File: src/rtl/lsb_embed_controller.sv
// rtl/lsb_embed_controller.sv - LSB steganography embedding sequencer with secret-byte FIFO
//
// Buffers UART secret bytes in a small FIFO and embeds them MSB-first into the
// LSB of a streamed image frame. Counts accepted image bytes and flags
// completion, FIFO overflow and capacity truncation.
//
// Optional feature macro: LSB_LEN_HDR_EN
//   defined   - a 16-bit header equal to secret_len is embedded before the payload
//   undefined - payload only
//
// Parameters:
//   TOTAL_BYTES  image bytes per frame (<= 65535)
//   FIFO_DEPTH   secret FIFO entries (power of two, >= 2)
//
// Ports:
//   clk, reset_n       clock, synchronous active-low reset
//   start              1-cycle frame start (ignored while busy)
//   secret_len         payload length in bytes, latched on accepted start
//   secret_valid/data  secret byte push into the FIFO
//   img_valid/data     image byte input
//   img_ready          image byte accepted this cycle
//   out_valid/data     embedded or pass-through byte, 1-cycle latency
//   busy               frame in progress
//   done               frame complete, held until next start or reset
//   fifo_full          secret FIFO full
//   overflow           sticky: secret byte dropped on full FIFO
//   trunc              sticky: frame ended with secret bits left over
//   bytes_processed    image bytes accepted this frame

module lsb_embed_fifo #(
  parameter int DEPTH = 16
) (
  input  logic       clk,
  input  logic       reset_n,
  input  logic       push,
  input  logic [7:0] din,
  input  logic       pop,
  output logic [7:0] head,
  output logic       empty,
  output logic       full
);
  localparam int AW = $clog2(DEPTH);

  logic [7:0]  mem [DEPTH];
  logic [AW:0] wr_ptr;
  logic [AW:0] rd_ptr;

  // Extra pointer bit distinguishes full from empty when the indices match.
  assign empty = (wr_ptr == rd_ptr);
  assign full  = (wr_ptr[AW] != rd_ptr[AW]) && (wr_ptr[AW-1:0] == rd_ptr[AW-1:0]);
  assign head  = mem[rd_ptr[AW-1:0]];

  always_ff @(posedge clk) begin
    if (push) begin
      mem[wr_ptr[AW-1:0]] <= din;
    end
  end

  always_ff @(posedge clk) begin
    if (!reset_n) begin
      wr_ptr <= '0;
      rd_ptr <= '0;
    end else begin
      if (push) wr_ptr <= wr_ptr + (AW+1)'(1);
      if (pop)  rd_ptr <= rd_ptr + (AW+1)'(1);
    end
  end
endmodule

module lsb_embed_controller #(
  parameter int TOTAL_BYTES = 30000,
  parameter int FIFO_DEPTH  = 16
) (
  input  logic        clk,
  input  logic        reset_n,
  input  logic        start,
  input  logic [15:0] secret_len,
  input  logic        secret_valid,
  input  logic [7:0]  secret_data,
  input  logic        img_valid,
  input  logic [7:0]  img_data,
  output logic        img_ready,
  output logic        out_valid,
  output logic [7:0]  out_data,
  output logic        busy,
  output logic        done,
  output logic        fifo_full,
  output logic        overflow,
  output logic        trunc,
  output logic [15:0] bytes_processed
);
  typedef enum logic [1:0] {IDLE, EMBED, PASS, DONE} state_t;

  localparam logic [15:0] LAST_BYTE = 16'(TOTAL_BYTES - 1);

  state_t      state;
  logic [18:0] bits_left;
  logic [6:0]  shift;
  logic [2:0]  shift_cnt;

  logic [7:0]  fifo_head;
  logic        fifo_empty;
  logic        fifo_push;
  logic        fifo_pop;
  logic        hs;
  logic        secret_bit;
  logic        hdr_active;
  logic        hdr_bit;
  logic        embed_ready;
  logic        start_ok;
  logic        last_byte;
  logic [18:0] len_bits;

`ifdef LSB_LEN_HDR_EN
  localparam logic [18:0] HDR_BITS = 19'd16;
  logic [15:0] hdr_shift;
  logic [4:0]  hdr_cnt;
  assign hdr_active = (hdr_cnt != 5'd0);
  assign hdr_bit    = hdr_shift[15];
`else
  localparam logic [18:0] HDR_BITS = 19'd0;
  assign hdr_active = 1'b0;
  assign hdr_bit    = 1'b0;
`endif

  // Header bits come from a register, so only payload bits can stall on the FIFO.
  assign embed_ready = hdr_active || (shift_cnt != 3'd0) || !fifo_empty;
  assign img_ready   = ((state == EMBED) && embed_ready) || (state == PASS);
  assign hs          = img_valid && img_ready;
  assign fifo_pop    = hs && (state == EMBED) && !hdr_active && (shift_cnt == 3'd0);
  // A push on a full FIFO still succeeds when the same cycle frees a slot.
  assign fifo_push   = secret_valid && (!fifo_full || fifo_pop);
  assign secret_bit  = hdr_active           ? hdr_bit  :
                       (shift_cnt != 3'd0)  ? shift[6] : fifo_head[7];
  assign start_ok    = start && ((state == IDLE) || (state == DONE));
  assign last_byte   = (bytes_processed == LAST_BYTE);
  assign len_bits    = {secret_len, 3'b000} + HDR_BITS;

  assign busy = (state == EMBED) || (state == PASS);
  assign done = (state == DONE);

  lsb_embed_fifo #(.DEPTH(FIFO_DEPTH)) u_fifo (
    .clk     (clk),
    .reset_n (reset_n),
    .push    (fifo_push),
    .din     (secret_data),
    .pop     (fifo_pop),
    .head    (fifo_head),
    .empty   (fifo_empty),
    .full    (fifo_full)
  );

  always_ff @(posedge clk) begin
    if (!reset_n) begin
      state           <= IDLE;
      bits_left       <= '0;
      shift           <= '0;
      shift_cnt       <= '0;
      out_valid       <= 1'b0;
      out_data        <= '0;
      overflow        <= 1'b0;
      trunc           <= 1'b0;
      bytes_processed <= '0;
`ifdef LSB_LEN_HDR_EN
      hdr_shift       <= '0;
      hdr_cnt         <= '0;
`endif
    end else begin
      out_valid <= 1'b0;

      case (state)
        IDLE, DONE: begin
          if (start_ok) begin
            bytes_processed <= '0;
            overflow        <= 1'b0;
            trunc           <= 1'b0;
            // Leftover bits of a truncated byte belong to the previous frame.
            shift_cnt       <= '0;
            bits_left       <= len_bits;
            state           <= (len_bits != 19'd0) ? EMBED : PASS;
`ifdef LSB_LEN_HDR_EN
            hdr_shift       <= secret_len;
            hdr_cnt         <= 5'd16;
`endif
          end
        end

        EMBED: begin
          if (hs) begin
            out_valid       <= 1'b1;
            out_data        <= {img_data[7:1], secret_bit};
            bits_left       <= bits_left - 19'd1;
            bytes_processed <= bytes_processed + 16'd1;
            if (hdr_active) begin
`ifdef LSB_LEN_HDR_EN
              hdr_shift <= {hdr_shift[14:0], 1'b0};
              hdr_cnt   <= hdr_cnt - 5'd1;
`endif
            end else if (shift_cnt != 3'd0) begin
              shift     <= {shift[5:0], 1'b0};
              shift_cnt <= shift_cnt - 3'd1;
            end else begin
              shift     <= fifo_head[6:0];
              shift_cnt <= 3'd7;
            end
            if (last_byte) begin
              state <= DONE;
              // Truncated only if bits remain after this handshake's bit.
              trunc <= (bits_left != 19'd1);
            end else if (bits_left == 19'd1) begin
              state <= PASS;
            end
          end
        end

        PASS: begin
          if (hs) begin
            out_valid       <= 1'b1;
            out_data        <= img_data;
            bytes_processed <= bytes_processed + 16'd1;
            if (last_byte) state <= DONE;
          end
        end

        default: state <= IDLE;
      endcase

      // Placed last so a drop in the start cycle is not lost to the clear.
      if (secret_valid && fifo_full && !fifo_pop) overflow <= 1'b1;
    end
  end
endmodule

File: config.mk
export PLATFORM = sky130hd
export DESIGN_NAME = lsb_embed_controller
export DESIGN_NICKNAME = d
export VERILOG_FILES = /design/src/rtl/lsb_embed_controller.sv
export SDC_FILE = /design/constraint.sdc
export NUM_CORES = 1
export LEC_CHECK = 0
export CORE_ASPECT_RATIO = 1.5
export CORE_MARGIN = 2
export CORE_UTILIZATION = 40
export CTS_BUF_LIST = sky130_fd_sc_hd__clkbuf_2
export DETAILED_ROUTE_END_ITERATION = 7
export PLACE_DENSITY = 0.54
export RECOVER_POWER = 25
export SLEW_MARGIN = 20
export SYNTH_ARGS = -nofsm -noshare
export SYNTH_HDL_FRONTEND = slang
export SYNTH_SLANG_ARGS = --single-unit
export TNS_END_PERCENT = 20
File: constraint.sdc
create_clock -name clk -period 6.76 [get_ports clk]
set_input_delay 1.352 -clock clk [delete_from_list [all_inputs] [get_ports clk]]
set_output_delay 1.352 -clock clk [all_outputs]
set_load 0.01 [all_outputs]
======== Yosys cells after proc, flatten, opt, wreduce, memory -nomap -nowiden ========
Memories as Yosys holds them, arrays and structs flattened. A register that Yosys moved wholly into a read port is not among the register bits.
Index checks and enable logic that the tools add are counted.
W data, S select, Z words.
storage, ports and cells
  bits in writable memories ............... 128
  input bits .............................. 37
  register bits after elaboration ......... 68
  memories ................................ 1
  output and inout port bits .............. 31
operators by class
  reductions and logical operators ........ 35
  add/subtract/negate cells ............... 5
  muxes and demuxes ....................... 34
  equality and inequality tests ........... 16
memory list
  name        words  width  read ports  clocked after Yosys merged registers in  wr ports  line  text
  u_fifo.mem  16     8      1           1                                        1         44    logic [7:0] mem [DEPTH];
operators with widths
  operator                 number
  $mux W19                 2
  $pmux W19 S2             1
  $mux W16                 2
  $pmux W16 S2             1
  $eq A19 B1 Y1 const B    1
  $ne A19 B1 Y1 const B    1
  $reduce_bool A19 Y1      1
  $sub A19 B1 Y19 const B  1
  $add A16 B1 Y16 const B  1
  $eq A16 B15 Y1 const B   1
  $mux W8                  2
  $pmux W8 S2              1
  $mux W2                  7
  $add A5 B1 Y5 const B    2
  $ne A2 B2 Y1 const B     5
  $logic_and A1 B1 Y1      9
  $mux W1                  9
  $mux W3                  3
  $mux W4                  2
  $reduce_and A2 Y1        4
  $reduce_bool A2 Y1       4
  $mux W7                  1
  $pmux W2 S3              1
  $pmux W3 S2              1
  18 further kinds         27

======== Longest topological paths before layout ========
  word-level depth ........................ 12
  gate-level depth with buffers ........... 9
  mapped depth without buffers ............ 7

======== Hierarchy ========
Synthesis repeated with hierarchy kept, for this count alone.
unflattened totals
  cell total of the unflattened synthesis .. 663
  area total of the unflattened synthesis .. 8833.5 µm²
modules (own cells, without submodules)
  module                cells each  instances  sequential area each (µm²)  area an instance (µm²)
  lsb_embed_fifo        279         1          4124.0                      5597.9
  lsb_embed_controller  384         1          1161.1                      3235.6

======== Worst setup path after synthesis ========
No wires, ideal clock.
  path type ............................... reg-to-output
  from .................................... reg u_fifo.wr_ptr[3]
  to ...................................... out fifo_full
  required time ........................... 5.408 ns
  cell stages (with the launch flop) ...... 6
  slack ................................... 3.911 ns
  buffers on the path ..................... 2
  arrival time ............................ 1.497 ns
  cell sequence ........................... dfxtp_1 clkbuf_1 xor2_1 or4_4 buf_6 nor2_1
between the ends
  word-level cells in the longest chain between the ends .. 2
RTL lines
  element                 line  text
  start, declared         45    logic [AW:0] wr_ptr;
  start signal, assigned  64    if (push) wr_ptr <= wr_ptr + (AW+1)'(1);
  $eq A4 B4 Y1            50    assign full = (wr_ptr[AW] != rd_ptr[AW]) && (wr_ptr[AW-1:0] == rd_ptr[AW-1:0]);
  $logic_and A1 B1 Y1     50
  end, declared           87    output logic fifo_full,
Every way passes these cells.

======== Worst setup path in the final report ========
  from .................................... reg u_fifo.wr_ptr[2]
  to ...................................... out fifo_full
The elaborated chain is that of the path after synthesis.

==> results.cfg <==
[status]
status = completed

[placement]
dpl.hpwl_um = 15200
dp.cells = 1006
place_congestion = 0.822
port_buffers = 67

[min_path]
hold_class = reg -> reg

[pwr]
p_leak_uw = 0.00332
vdd_drop_max_mv = 0.116
p_total_uw = 3110
power.internal_uw = 1900
pwr-share-clk_pct = 18.4
comb_power_share_pct = 33.5
p_per_area_nw_per_um2 = 310
seqPwrFrac_pct = 48.0
netSwitchingFraction_pct = 38.8
power.switching_uw = 1200

[yosys]
synthSimpleGateAreaFrac_pct = 12.4
ys.flop_type = edfxtp_1
synth_mux_area_share_pct = 11.0
synth-edff-count = 128
ys_seq_area_share_pct = 59.7
syn_inst = 696
synth_top_cell_by_area = edfxtp_1
synth-seq-cells = 200
post_synth.cell_area_avg_sq_um = 12.7
syn_area_sq_um = 8850
synth_cell_types = 64
synth_warnings = 0
synth_fp_nets = 746
synth_top_area_share_pct = 43.4
synthArstFlopShare_pct = 0
synth_compound_area_share_pct = 11.2
yosysMostFrequentCell = edfxtp_1
synth_top_family_by_area = simple AND/OR/NAND/NOR gates
synth-adder-area-share_pct = 1.84
synth.area.top_cells = edfxtp_1, dfxtp_1, mux4_2
synthTopCellsByCount = edfxtp_1, dfxtp_1, nand2_1
synth_xor_area_share_pct = 1.39

[setup_path]
worst_ep_arrival_time_ns = 2.92
crit_required_ns = 5.41
path_max_fanout = 12
endpoint_kind = primary output
timing.critical_path.from_type = flop
crit_type = reg -> out

[floorplan]
pin_count = 68
coreArea_sq_um = 21700
row_count = 66
start_util_pct = 40.8
die_h_um = 186
die_x_um = 125
die-area_sq_um = 23400

[drt]
routedWlPerCell_um = 20.6
drtIter0Drc = 463
wirelength_um = 21400
vias = 5940
vias_per_cell = 5.72
postRouteAntennaNets = 0
drc_errors = 0
firstDrtPassIters = 5

[cts]
htree_levels = 4
cts_tree = yes
post_cts_buffers = 0
cts_root_buf = clkbuf_2
clock_sinks = 200
ctsResizeCount = 0
clkTransAtPathRegs_ns = 0.27
clock_latency_ns = 0.78
cts_inserted_buffers = 17
cts_hold_buf = 0
cts_max_path_buffers = 2

[grt]
grt_max_degree = 36
grt_usage_pct = 18.7
grt_antenna_before_repair = 1
grt_pass1_vias = 5948
overflow = 0
grt_pass1_wl_um = 33600

[timing]
fin_tns_setup_ns = 0
timing.hold.ws_ns = 0.490
max_freq_mhz = 234
fin_skew_ns = 0.0483
hold_viol = 0
period_needed_ns = 4.27
rsz0062_at_grt = no
fin_crit_sh_pct = 63.2
maxSlewViolCount = 0
finalSetupViolCount = 0
relSlewSlack_pct = 32.4
worstMarginPinSlew_ns = 1.01

[cells_and_area]
synthToLayoutAreaGrowth_pct = 13.2
final_core_util_pct = 46.1
drive_gt1_share_pct = 12.0
final_cells = 1039
fin_nets = 803

[flow_run]
cap_viol_max_count = 0
## flip-flops by register name (all words and copies together), names as in the netlist, named ones only
name	count
shift_cnt	3
u_fifo.rd_ptr	5
bytes_processed	16
u_fifo.wr_ptr	5
shift	7
bits_left	19
overflow	1
out_valid	1
state	2
out_data	8
u_fifo.mem	128
trunc	1
## worst paths after layout
check | startpoint | endpoint | slack (ns) | cells after the start
setup / recovery | u_fifo.wr_ptr[2] | fifo_full | 2.49 | 4
hold / removal | out_data[1] | out_data[1] | 0.49 | 2
setup reg to reg | state[0] | u_fifo.mem[0][7] | 3.56 | 5
hold reg to reg | out_data[1] | out_data[1] | 0.49 | 2
## per-stage QoR
stage / worst slack, ns / cell area, sq um
finish: 2.49 / 10000
global route: 2.23 / 10000
CTS: 2.42 / 10000
detailed placement: 2.93 / 9770
global placement: 3.00 / 9770
floorplan: 3.91 / 8850
## routing by layer
| metal | routed length, um | part of all wire [%] | track usage, % | up-vias |
|---|---|---|---|---|
| li1 | - | - | - | 2815 |
| met1 | 8670 | 41 | 21.5 | 2971 |
| met2 | 11600 | 54 | 35.4 | 135 |
| met3 | 730 | 3.4 | 3.49 | 19 |
| met4 | 346 | 1.6 | 5.24 | 0 |
| met5 | 0 | 0 | 0 | - |
## power by group through the flow
| stage | sequential (uW) | combinational [uW] | clock, uW |
|---|---|---|---|
| after floorplan | 1490 | 725 | 0 |
| after global placement | 1510 | 1010 | 0 |
| after detailed placement | 1520 | 1030 | 0 |
| after CTS | 1490 | 1040 | 598 |
| after global routing | 1510 | 1150 | 646 |
| final | 1490 | 1040 | 573 |
## kinds of logic (layout without fill, tap and decap cells)
| group | Yosys count | in the layout |
|---|---|---|
| buf+inv | 55 | 125 |
| flops | 200 | 200 |
| simple gates | 210 | 210 |
| other cells | 0 | 1 |
| mux | 51 | 51 |
| xor+xnor | 14 | 14 |
| fa+ha+maj | 13 | 13 |
| compound gates | 153 | 153 |
## worst max-delay path, stage by stage (launching register included)
cell	delay [ns]
dfxtp_1	0.55
xor2_1	0.15
or4_4	0.66
nor2_1	0.25
clkdlybuf4s50_1	0.58
## area by class of cell
class,count,area (sq um)
diodes,1,2.50
flip-flops and latches,200,5290
fillers,1953,11700
clock inverters,14,151
multi-input cells,441,3350
clock buffers,18,90.1
inverters,19,71.3
repair buffers,74,723
well taps,272,340
## placed cells by master, fill, tap and decap left out, types with 9 or more instances in the layout
| cell | n |
|---|---|
| o21a_1 | 9 |
| mux4_2 | 37 |
| o21ai_0 | 30 |
| dfxtp_1 | 70 |
| ha_1 | 13 |
| edfxtp_1 | 128 |
| nand3_1 | 23 |
| clkdlybuf4s50_1 | 60 |
| a31oi_1 | 11 |
| a21oi_1 | 48 |
| o211ai_1 | 10 |
| nor3_1 | 9 |
| clkbuf_2 | 18 |
| inv_1 | 18 |
| mux2i_1 | 11 |
| nand2_1 | 54 |
| or3_1 | 9 |
| nor4_1 | 10 |
| nor2_1 | 38 |
| and3_1 | 18 |
Note: power is estimated with default switching activity, not from simulation.
